### src/rtl/redstone_pkg.sv
// redstone_pkg: shared redstone signal types, strength constants and the repeater delay clamp.
package redstone_pkg;
    typedef logic [3:0] redstone;
    localparam redstone REDSTONE_MAX = 4'd15;
    localparam redstone REDSTONE_OFF = 4'd0;
    typedef enum logic [1:0] {OFF, RISE, ON, FALL} rep_state_e;
    function automatic int clamp_delay(input int sel, input int max_delay);
        return sel < 1 ? 1 : (sel > max_delay ? max_delay : sel);
    endfunction
endpackage

### src/rtl/repeater_channel.sv
// repeater_channel: one redstone repeater with programmable delay, pulse extension and side-lock.
module repeater_channel
    import redstone_pkg::*;
#(
    parameter int MAX_DELAY = 4,
    parameter int DW = $clog2(MAX_DELAY + 1)
) (
    input  logic          clk,
    input  logic          rst,
    input  redstone       in,
    input  redstone       lock,
    input  logic [DW-1:0] delay_sel,
    output redstone       out,
    output logic          busy
);
    rep_state_e state;
    logic p_q;
    logic [DW-1:0] cnt, d, dec;
    assign dec = DW'(clamp_delay(int'(delay_sel), MAX_DELAY));
    assign out = (state == ON || state == FALL) ? REDSTONE_MAX : REDSTONE_OFF;
    assign busy = state == RISE || state == FALL;
    always_ff @(posedge clk) begin
        if (rst) begin
            state <= OFF;
            cnt <= '0;
            d <= DW'(1);
            p_q <= 1'b0;
        end else begin
            p_q <= in != '0;
            if (lock == '0) begin
                case (state)
                    OFF: if (p_q) begin
                        d <= dec;
                        cnt <= DW'(1);
                        state <= dec == DW'(1) ? ON : RISE;
                    end
                    RISE: if (cnt + 1'b1 == d) begin
                        state <= ON;
                        cnt <= DW'(1);
                    end else cnt <= cnt + 1'b1;
                    // FALL alone spans d-1 ticks, so one ON tick already yields a d-tick pulse
                    ON: if (!p_q) begin
                        if (dec == DW'(1)) state <= OFF;
                        else begin
                            state <= FALL;
                            cnt <= DW'(1);
                            d <= dec;
                        end
                    end else if (cnt < d) cnt <= cnt + 1'b1;
                    FALL: if (p_q) begin
                        state <= ON;
                        cnt <= d;
                    end else if (cnt + 1'b1 == d) state <= OFF;
                    else cnt <= cnt + 1'b1;
                endcase
            end
        end
    end
endmodule

### src/rtl/repeater_array.sv
// repeater_array: NCH independent clocked redstone repeaters, one clk edge per redstone tick.
module repeater_array
    import redstone_pkg::*;
#(
    parameter int NCH = 4,
    parameter int MAX_DELAY = 4,
    parameter int DW = $clog2(MAX_DELAY + 1)
) (
    input  logic                   clk,
    input  logic                   rst,
    input  redstone [NCH-1:0]      in,
    input  redstone [NCH-1:0]      lock,
    input  logic [NCH-1:0][DW-1:0] delay_sel,
    output redstone [NCH-1:0]      out,
    output logic [NCH-1:0]         busy
);
    for (genvar i = 0; i < NCH; i++) begin : g_ch
        repeater_channel #(.MAX_DELAY(MAX_DELAY), .DW(DW)) u_ch (
            .clk(clk),
            .rst(rst),
            .in(in[i]),
            .lock(lock[i]),
            .delay_sel(delay_sel[i]),
            .out(out[i]),
            .busy(busy[i])
        );
    end
endmodule

### config.mk
export PLATFORM = sky130hd
export DESIGN_NAME = repeater_array
export DESIGN_NICKNAME = d
export VERILOG_FILES = /design/src/rtl/redstone_pkg.sv /design/src/rtl/repeater_channel.sv /design/src/rtl/repeater_array.sv
export SDC_FILE = /design/constraint.sdc
export NUM_CORES = 1
export LEC_CHECK = 0
export CORE_MARGIN = 8
export CORE_UTILIZATION = 56
export CTS_CLUSTER_SIZE = 12
export DETAILED_ROUTE_END_ITERATION = 7
export PLACE_DENSITY = 0.86
export SLEW_MARGIN = 20
export SYNTH_ARGS = -nofsm -noshare
export SYNTH_HDL_FRONTEND = slang
export SYNTH_HIERARCHICAL = 1
export SYNTH_SLANG_ARGS = --single-unit
### constraint.sdc
create_clock -name clk -period 3.9 [get_ports clk]
set_input_delay 0.78 -clock clk [delete_from_list [all_inputs] [get_ports clk]]
set_output_delay 0.78 -clock clk [all_outputs]
set_load 0.05 [all_outputs]
==> Word-level counts from Yosys, hierarchy flattened <==
Cells that the tools add are included.
W data, S select, Z words.
{ "word_totals": {"register_bits": 36, "out_inout_bits": 20, "word_cells": 212} }
{ "classes": {"n_addsub": 4, "magnitude_cmp": 12, "n_eq_ne": 52, "muxes": 92, "reduce_logical": 36} }
{ "op_table": {"columns": ["cell", "count"], "rows": [
  ["$mux W3", 48],
  ["$reduce_and A5 Y1", 12],
  ["$mux W2", 28],
  ["$pmux W3 S4", 4],
  ["$ne A3 B2 Y1 const B", 12],
  ["$pmux W2 S4", 4],
  ["$ne A2 B2 Y1 const B", 12],
  ["$pmux W3 S2", 4],
  ["$eq A2 B2 Y1 const B", 8],
  ["$logic_not A4 Y1", 4],
  ["$mux W4", 4],
  ["$reduce_bool A4 Y1", 4],
  ["$add A3 B1 Y3 const B", 4],
  ["$eq A3 B1 Y1 const B", 4],
  ["$eq A3 B3 Y1", 4],
  ["$gt A3 B3 Y1 const B", 4],
  ["$lt A3 B1 Y1 const B", 4],
  ["$lt A3 B3 Y1", 4],
  ["$ne A3 B3 Y1 const B", 4],
  ["$eq A2 B1 Y1 const B", 4],
  ["$logic_not A2 Y1", 4],
  ["$logic_or A1 B1 Y1", 8],
  ["$ne A2 B1 Y1 const B", 4],
  ["$reduce_bool A2 Y1", 4]
]} }

==> Depth between registers and ports, before layout <==
Gate-level depths: netlist (run 1).
{ "depth": {"ltp_word": 7, "ltp_mapped": 7} }

==> Hierarchy <==
Netlist (run 1), hierarchy kept.
{ "modules_own_cells": {"columns": ["mod", "n_inst", "cells_each", "area_per_inst_um2", "seq_area_each_um2"], "rows": [
  ["repeater_channel", 4, 98, 789.5, 180.2]
]} }

==> Worst setup path before layout (run 1) <==
Ideal clock, no wire load.
{ "synth_timing": {"kind": "reg-to-output", "startpoint": "register g_ch[2].u_ch.state[1]", "endpoint": "output port out[10] (netlist name)", "arrival_ns": 1.320, "required_time_ns": 3.120, "path_slack_ns": 1.800, "path_stages_with_launch": 4, "path_buffers": 3, "cell_sequence": "dfxtp_1 buf_4 clkbuf_1 buf_4"} }
{ "synth_rtl": {"columns": ["element", "line_no", "rtl"], "rows": [
  ["start: declaration", "repeater_channel.sv:16", "rep_state_e state;"],
  ["start signal: assignment", "repeater_channel.sv:35", "state <= dec == DW'(1) ? ON : RISE;"],
  ["end: declaration", "repeater_array.sv:14", "output redstone [NCH-1:0] out,"]
]} }

==> Worst setup path in the final report (run 1) <==
{ "layout_timing": {"startpoint": "register g_ch[3].u_ch.state[0]", "endpoint": "output port busy[3]"} }
{ "layout_via": {"elab_chain_len": 2, "word_cells_on_any_way": 3} }
{ "layout_lines": {"columns": ["element", "line_no", "rtl"], "rows": [
  ["start: declaration", "repeater_channel.sv:16", null],
  ["start signal: assignment", "repeater_channel.sv:35", null],
  ["$eq A2 B1 Y1 or $eq A2 B2 Y1 (tied branches)", "repeater_channel.sv:21", "assign busy = state == RISE || state == FALL;"],
  ["$logic_or A1 B1 Y1 *", "repeater_channel.sv:21", null],
  ["end: declaration", "repeater_array.sv:15", "output logic [NCH-1:0] busy"]
]} }
Every way passes the cells marked *; elsewhere a longest branch is shown, timed or not.

==> out/results.txt, run 1 <==
Overflow after GRT = 0
sinks on the clock net = 36
Pleak = 1.371 nW
PwrDens = 213.9 nW/µm²
initial core utilization = 57.70%
endpoints failing hold = 0
CP delay by family, top = buffers and inverters
Clock Skew = 0.001880 ns
setup bufs post-CTS = 0
Syn. warnings = 6
CP max stage cell = clkdlybuf4s50_1
syn_nets = 454
IO Pins = 66
first-pass GRT wire length = 12.61 mm
root cell of the clock tree = clkbuf_8
WP buf/inv = 1
worst vdd ir = 320.6 µV
clk slew on worst S/H paths = 0.07 ns
GR Util All Layers = 17.44%
TritonRoute pass-1 iters = 4
nets = 487
largest net degree at the start of global routing = 30
H-tree levels = 2
Die X = 91.10 µm
total power = 793.3 µW
initial antenna violation count = 0
violation count after the first detailed-route iteration = 126
post-synth top area cell = dfxtp_1
area of the mapped netlist = 3158 µm²
Row Count = 27
clk buf depth = 2
RSZ-0062 raised after global routing = false
Critical Path End Type = primary output
Max Cap Viol = 0
post-cts sizing count = 0
critical path peak fanout = 18
Worst Tran Pin Value = 0.6006 ns
period utilisation layout = 68.91%
Num CTS Buffers = 5
Max stage delay on crit path = 0.92 ns
Rel. slew slack = 59.63%
ANT cells = 0
crit-path cells = clkdlybuf4s50_1
hold buffers post-CTS = 0
critical setup path kind = reg2out
worst skew pair latency = 0.29 ns
status = complete, no violations
Final min period = 2.688 ns
Core ar. = 5473 µm²
average size of a mapped cell = 8.056 µm²
share of the synthesized area in the top cell type = 22.82%
endpoints failing setup = 0
Worst EP required = 3.12 ns
DIE AREA = 8298 µm²
max frequency = 372.1 MHz
DR vias = 2,959
layout cell share with drive strength beyond 1 = 5.647%
pins over their slew limit = 0
sequential share of the synthesized area = 22.82%
post-synthesis register bit count = 36
Area Growth Syn to Fin = 17.43%
Die Ht = 91.10 µm
DR DRC count = 0
DR WL/cell = 14.67 µm
Final ANT Viol Nets = 0
setup TNS = 0 ns
Hold Path Class = reg2reg
number of global-route vias before repair = 2,908
Syn Inst Count = 392
crit path DAT = 1.91 ns
CP Launch Type = flop
vias per cell = 5.954
top post-synthesis cells by area = dfxtp_1, ha_1, mux2i_1, o21ai_0, a21oi_1
routability congestion estimate from global placement = 0.8556
Final HPWL DP = 5.492 mm
CTS tree = built
WL final = 7.289 mm
Netlist cell types = 35
buffers added on ports = 65
metal layers:
layer | part of all wire (%) | up-vias | track usage (%)
met5 | 0 | - | 0
li1 | - | 1472 | -
met1 | 44 | 1394 | 19.85
met4 | 1.8 | 0 | 6.821
met2 | 50 | 76 | 31.20
met3 | 4.2 | 17 | 3.457
synthesized netlist by cell type:
master	n
nor2_1	28
nor4_1	20
inv_1	20
ha_1	16
a211oi_1	8
a21o_1	8
nand3_1	4
or3_4	4
buf_4	16
nor2b_1	12
o21ai_1	4
dfxtp_1	36
a32oi_1	4
o31a_1	4
clkbuf_1	16
o22ai_1	8
a21oi_1	28
nand2_1	24
o21a_1	4
nand2b_1	12
xor2_1	4
xnor2_1	8
nand3b_1	4
o21ai_0	32
and2b_1	4
buf_6	8
mux2i_1	16
nor3_1	8
a211o_1	4
o221ai_1	4
xor3_1	4
and3b_1	8
nor4_2	4
o211a_4	4
a21boi_2	4
cell type report:
| type | count | area (µm²) |
|---|---|---|
| Clock buffer | 6 | 72.57 |
| Timing Repair Buffer | 66 | 653.1 |
| Tap cell | 72 | 90.09 |
| Fill cell | 455 | 1764 |
| Clock inverter | 1 | 5.005 |
| Multi-Input combinational cell | 296 | 2092 |
| Sequential cell | 36 | 720.7 |
| Inverter | 20 | 75.07 |
path summary, 6_finish.rpt:
path	from	end	slack (ns)	depth (start not counted)
setup / recovery	g_ch[3].u_ch/state[0]	busy[3]	1.21	1
hold / removal	g_ch[3].u_ch/d[0]	g_ch[3].u_ch/d[0]	0.51	1
setup reg to reg	g_ch[3].u_ch/cnt[0]	g_ch[3].u_ch/cnt[1]	1.95	6
hold reg to reg	g_ch[3].u_ch/d[0]	g_ch[3].u_ch/d[0]	0.51	1
cells in the final DEF (no fill, tap or decap), types with 12 or more instances in the layout:
cell and n:
a21oi_1 28, clkdlybuf4s50_1 64, dfxtp_1 36, ha_1 16
inv_1 20, mux2i_1 16, nand2_1 24, nand2b_1 12
nor2_1 28, nor2b_1 12, nor4_1 20, o21ai_0 32
sequential cells by signal, indices dropped and copies added (netlist names):
register	count
g_ch.u_ch/cnt	12
g_ch.u_ch/p_q	4
g_ch.u_ch/state	8
g_ch.u_ch/d	12
cells by family after synthesis:
| kind of cell | synth area share (%) |
|---|---|
| adder cells (fa/ha/maj) | 6.339 |
| AO/OA/AOI/OAI | 24.56 |
| multiplexers | 5.071 |
| buffers and inverters | 10.94 |
| XOR/XNOR | 6.339 |
| AND/OR/NAND/NOR | 23.93 |
| flip-flops | 22.82 |
power breakdown:
group	internal (mW)	switching, mW	total, mW
combinational	0.0804	0.0680	0.148
sequential	0.374	0.0173	0.391
clock	0.121	0.132	0.253
metrics by stage:
stage                     hold slack, ns  utilization, %  instances  area, µm²  worst slack, ns
after floorplan                   0.4631               -        392       3158            1.800
after global placement            0.4841           66.44        490       3636            1.318
after detailed placement          0.4953           66.44        490       3636            1.257
after CTS                         0.5125           67.86        497       3714            1.221
after global routing              0.5388           67.76        497       3709            1.140
final                             0.5097           67.76        497       3709            1.212
(Power assumes the default switching activity.)
==> run 2: changes to the inputs <==
Settings changed: CORE_UTILIZATION 56 to 52, PLACE_DENSITY 0.86 to 0.81.
Clock period 3.9 ns to 2.5 ns, I/O delays scaled along.
==> out/results.txt, run 2 (synthesized netlist as in run 1, its figures left out) <==
WP buf/inv = 1
worst r2r dst = g_ch[1].u_ch/cnt[0]
worst skew pair latency = 0.30 ns
violation count after the first detailed-route iteration = 145
CP Launch Type = flop
H-tree levels = 2
r2r worst-path depth = 6
Hold Path Class = reg2reg
most common cell after layout, fill and taps aside = clkdlybuf4s50_1
CTS tree = built
fin area = 3820 µm²
routability congestion estimate from global placement = 0.8850
Rel. slew slack = 65.29%
nets = 499
PwrDens = 338.9 nW/µm²
Worst Tran Pin Value = 0.5190 ns
max frequency = 479.4 MHz
Final ANT Viol Nets = 0
filler instances = 505
crit path launch = g_ch[2].u_ch/state[0]
Die Ht = 93.93 µm
worst slack, placed = 0.3844 ns
post-cts sizing count = 0
DR vias = 2,958
Final HPWL DP = 5.474 mm
worst vdd ir = 200.2 µV
setup bufs post-CTS = 0
endpoints failing setup = 0
CP max stage cell = clkdlybuf4s50_1
Final min period = 2.086 ns
commonest cells after routing, fill and taps aside = clkdlybuf4s50_1, dfxtp_1, o21ai_0
setup TNS = 0 ns
DIE AREA = 8823 µm²
hold buffers post-CTS = 0
R2R Setup Slk = 0.54 ns
critical path peak fanout = 5
Num CTS Buffers = 5
Core ar. = 5886 µm²
pins over their slew limit = 0
sinks on the clock net = 36
crit-path cells = clkdlybuf4s50_1
Overflow after GRT = 0
status = complete, no violations
Placed Area = 3730 µm²
final setup margin = 0.4139 ns
DR WL/cell = 14.10 µm
IO Pins = 66
buffers added on ports = 65
Largest regs = g_ch.u_ch/cnt: 12 flops, g_ch.u_ch/d: 12 flops, g_ch.u_ch/state: 8 flops
root cell of the clock tree = clkbuf_8
first-pass GRT wire length = 12.32 mm
Die X = 93.93 µm
ANT cells = 0
crit path DAT = 1.59 ns
Max Cap Viol = 0
Levels on crit path = 1
Clock Skew = 0.005173 ns
GR Util All Layers = 16.47%
Crit Reg-Reg Startpoint = g_ch[1].u_ch/cnt[0]
largest net degree at the start of global routing = 37
clk buf depth = 2
WL final = 7.235 mm
initial core utilization = 53.66%
vias per cell = 5.766
RSZ-0062 raised after global routing = false
number of global-route vias before repair = 2,837
Critical Path End Type = primary output
Worst EP required = 2.00 ns
layout cell share with drive strength beyond 1 = 7.991%
critical setup path kind = reg2out
CP delay by family, top = buffers and inverters
Row Count = 28
clk slew on worst S/H paths = 0.07 ns
DR DRC count = 0
initial antenna violation count = 0
worst hold margin = 0.5051 ns
endpoints failing hold = 0
total power = 1.294 mW
Pleak = 1.440 nW
TritonRoute pass-1 iters = 4
Area Growth Syn to Fin = 20.96%
Max stage delay on crit path = 0.86 ns
crit path capture = busy[2]
period utilisation layout = 83.44%
-- run 2: area by class of cell --
cell class / count / area, µm² / share of cell area, %
multi-input cells: 296 / 2092 / 54.77
repair buffers: 78 / 748.2 / 19.59
flip-flops and latches: 36 / 720.7 / 18.87
well taps: 75 / 93.84 / 2.457
clock buffers: 8 / 90.09 / 2.358
inverters: 20 / 75.07 / 1.965
-- run 2: metal layers --
layer	up-vias	share of wire [%]	global-route usage [%]
li1	1496	-	-
met1	1380	44	19.85
met2	72	49	28.12
met3	10	4.9	4.157
met4	0	1.3	4.624
met5	-	0	0
-- run 2: worst min path at each step --
stage,start,slack [ns],depth (start not counted),to
2_1_floorplan,g_ch[0].u_ch/d[0],0.46,1,g_ch[0].u_ch/d[0]
3_3_place_gp,g_ch[0].u_ch/d[0],0.48,1,g_ch[0].u_ch/d[0]
3_5_place_dp,g_ch[2].u_ch/d[0],0.49,1,g_ch[2].u_ch/d[0]
4_1_cts,g_ch[0].u_ch/d[0],0.51,1,g_ch[0].u_ch/d[0]
5_1_grt,g_ch[0].u_ch/d[0],0.53,1,g_ch[0].u_ch/d[0]
6_report,g_ch[0].u_ch/d[0],0.51,1,g_ch[0].u_ch/d[0]
-- run 2: metrics by stage --
step                      util, %  cells
after floorplan                 -    392
after global placement      63.37    505
after detailed placement    63.37    505
after CTS                   64.90    513
after global routing        64.90    513
final                       64.90    513
-- run 2: where the power goes --
part | internal (mW) | switching (mW)
Combinational | 0.131 | 0.114
Sequential | 0.584 | 0.0193
Clock | 0.225 | 0.222
Total | 0.940 | 0.355
-- run 2: worst reg2reg max path, delay by kind of cell (launching register included) --
| family | cells | cell delay [ns] |
|---|---|---|
| and+or+nand+nor | 2 | 0.45 |
| DFF | 1 | 0.41 |
| xor gates and xnor gates | 1 | 0.29 |
| AOI/OAI and AO/OA | 1 | 0.28 |
| adders and majority gates | 1 | 0.25 |
| muxes | 1 | 0.15 |
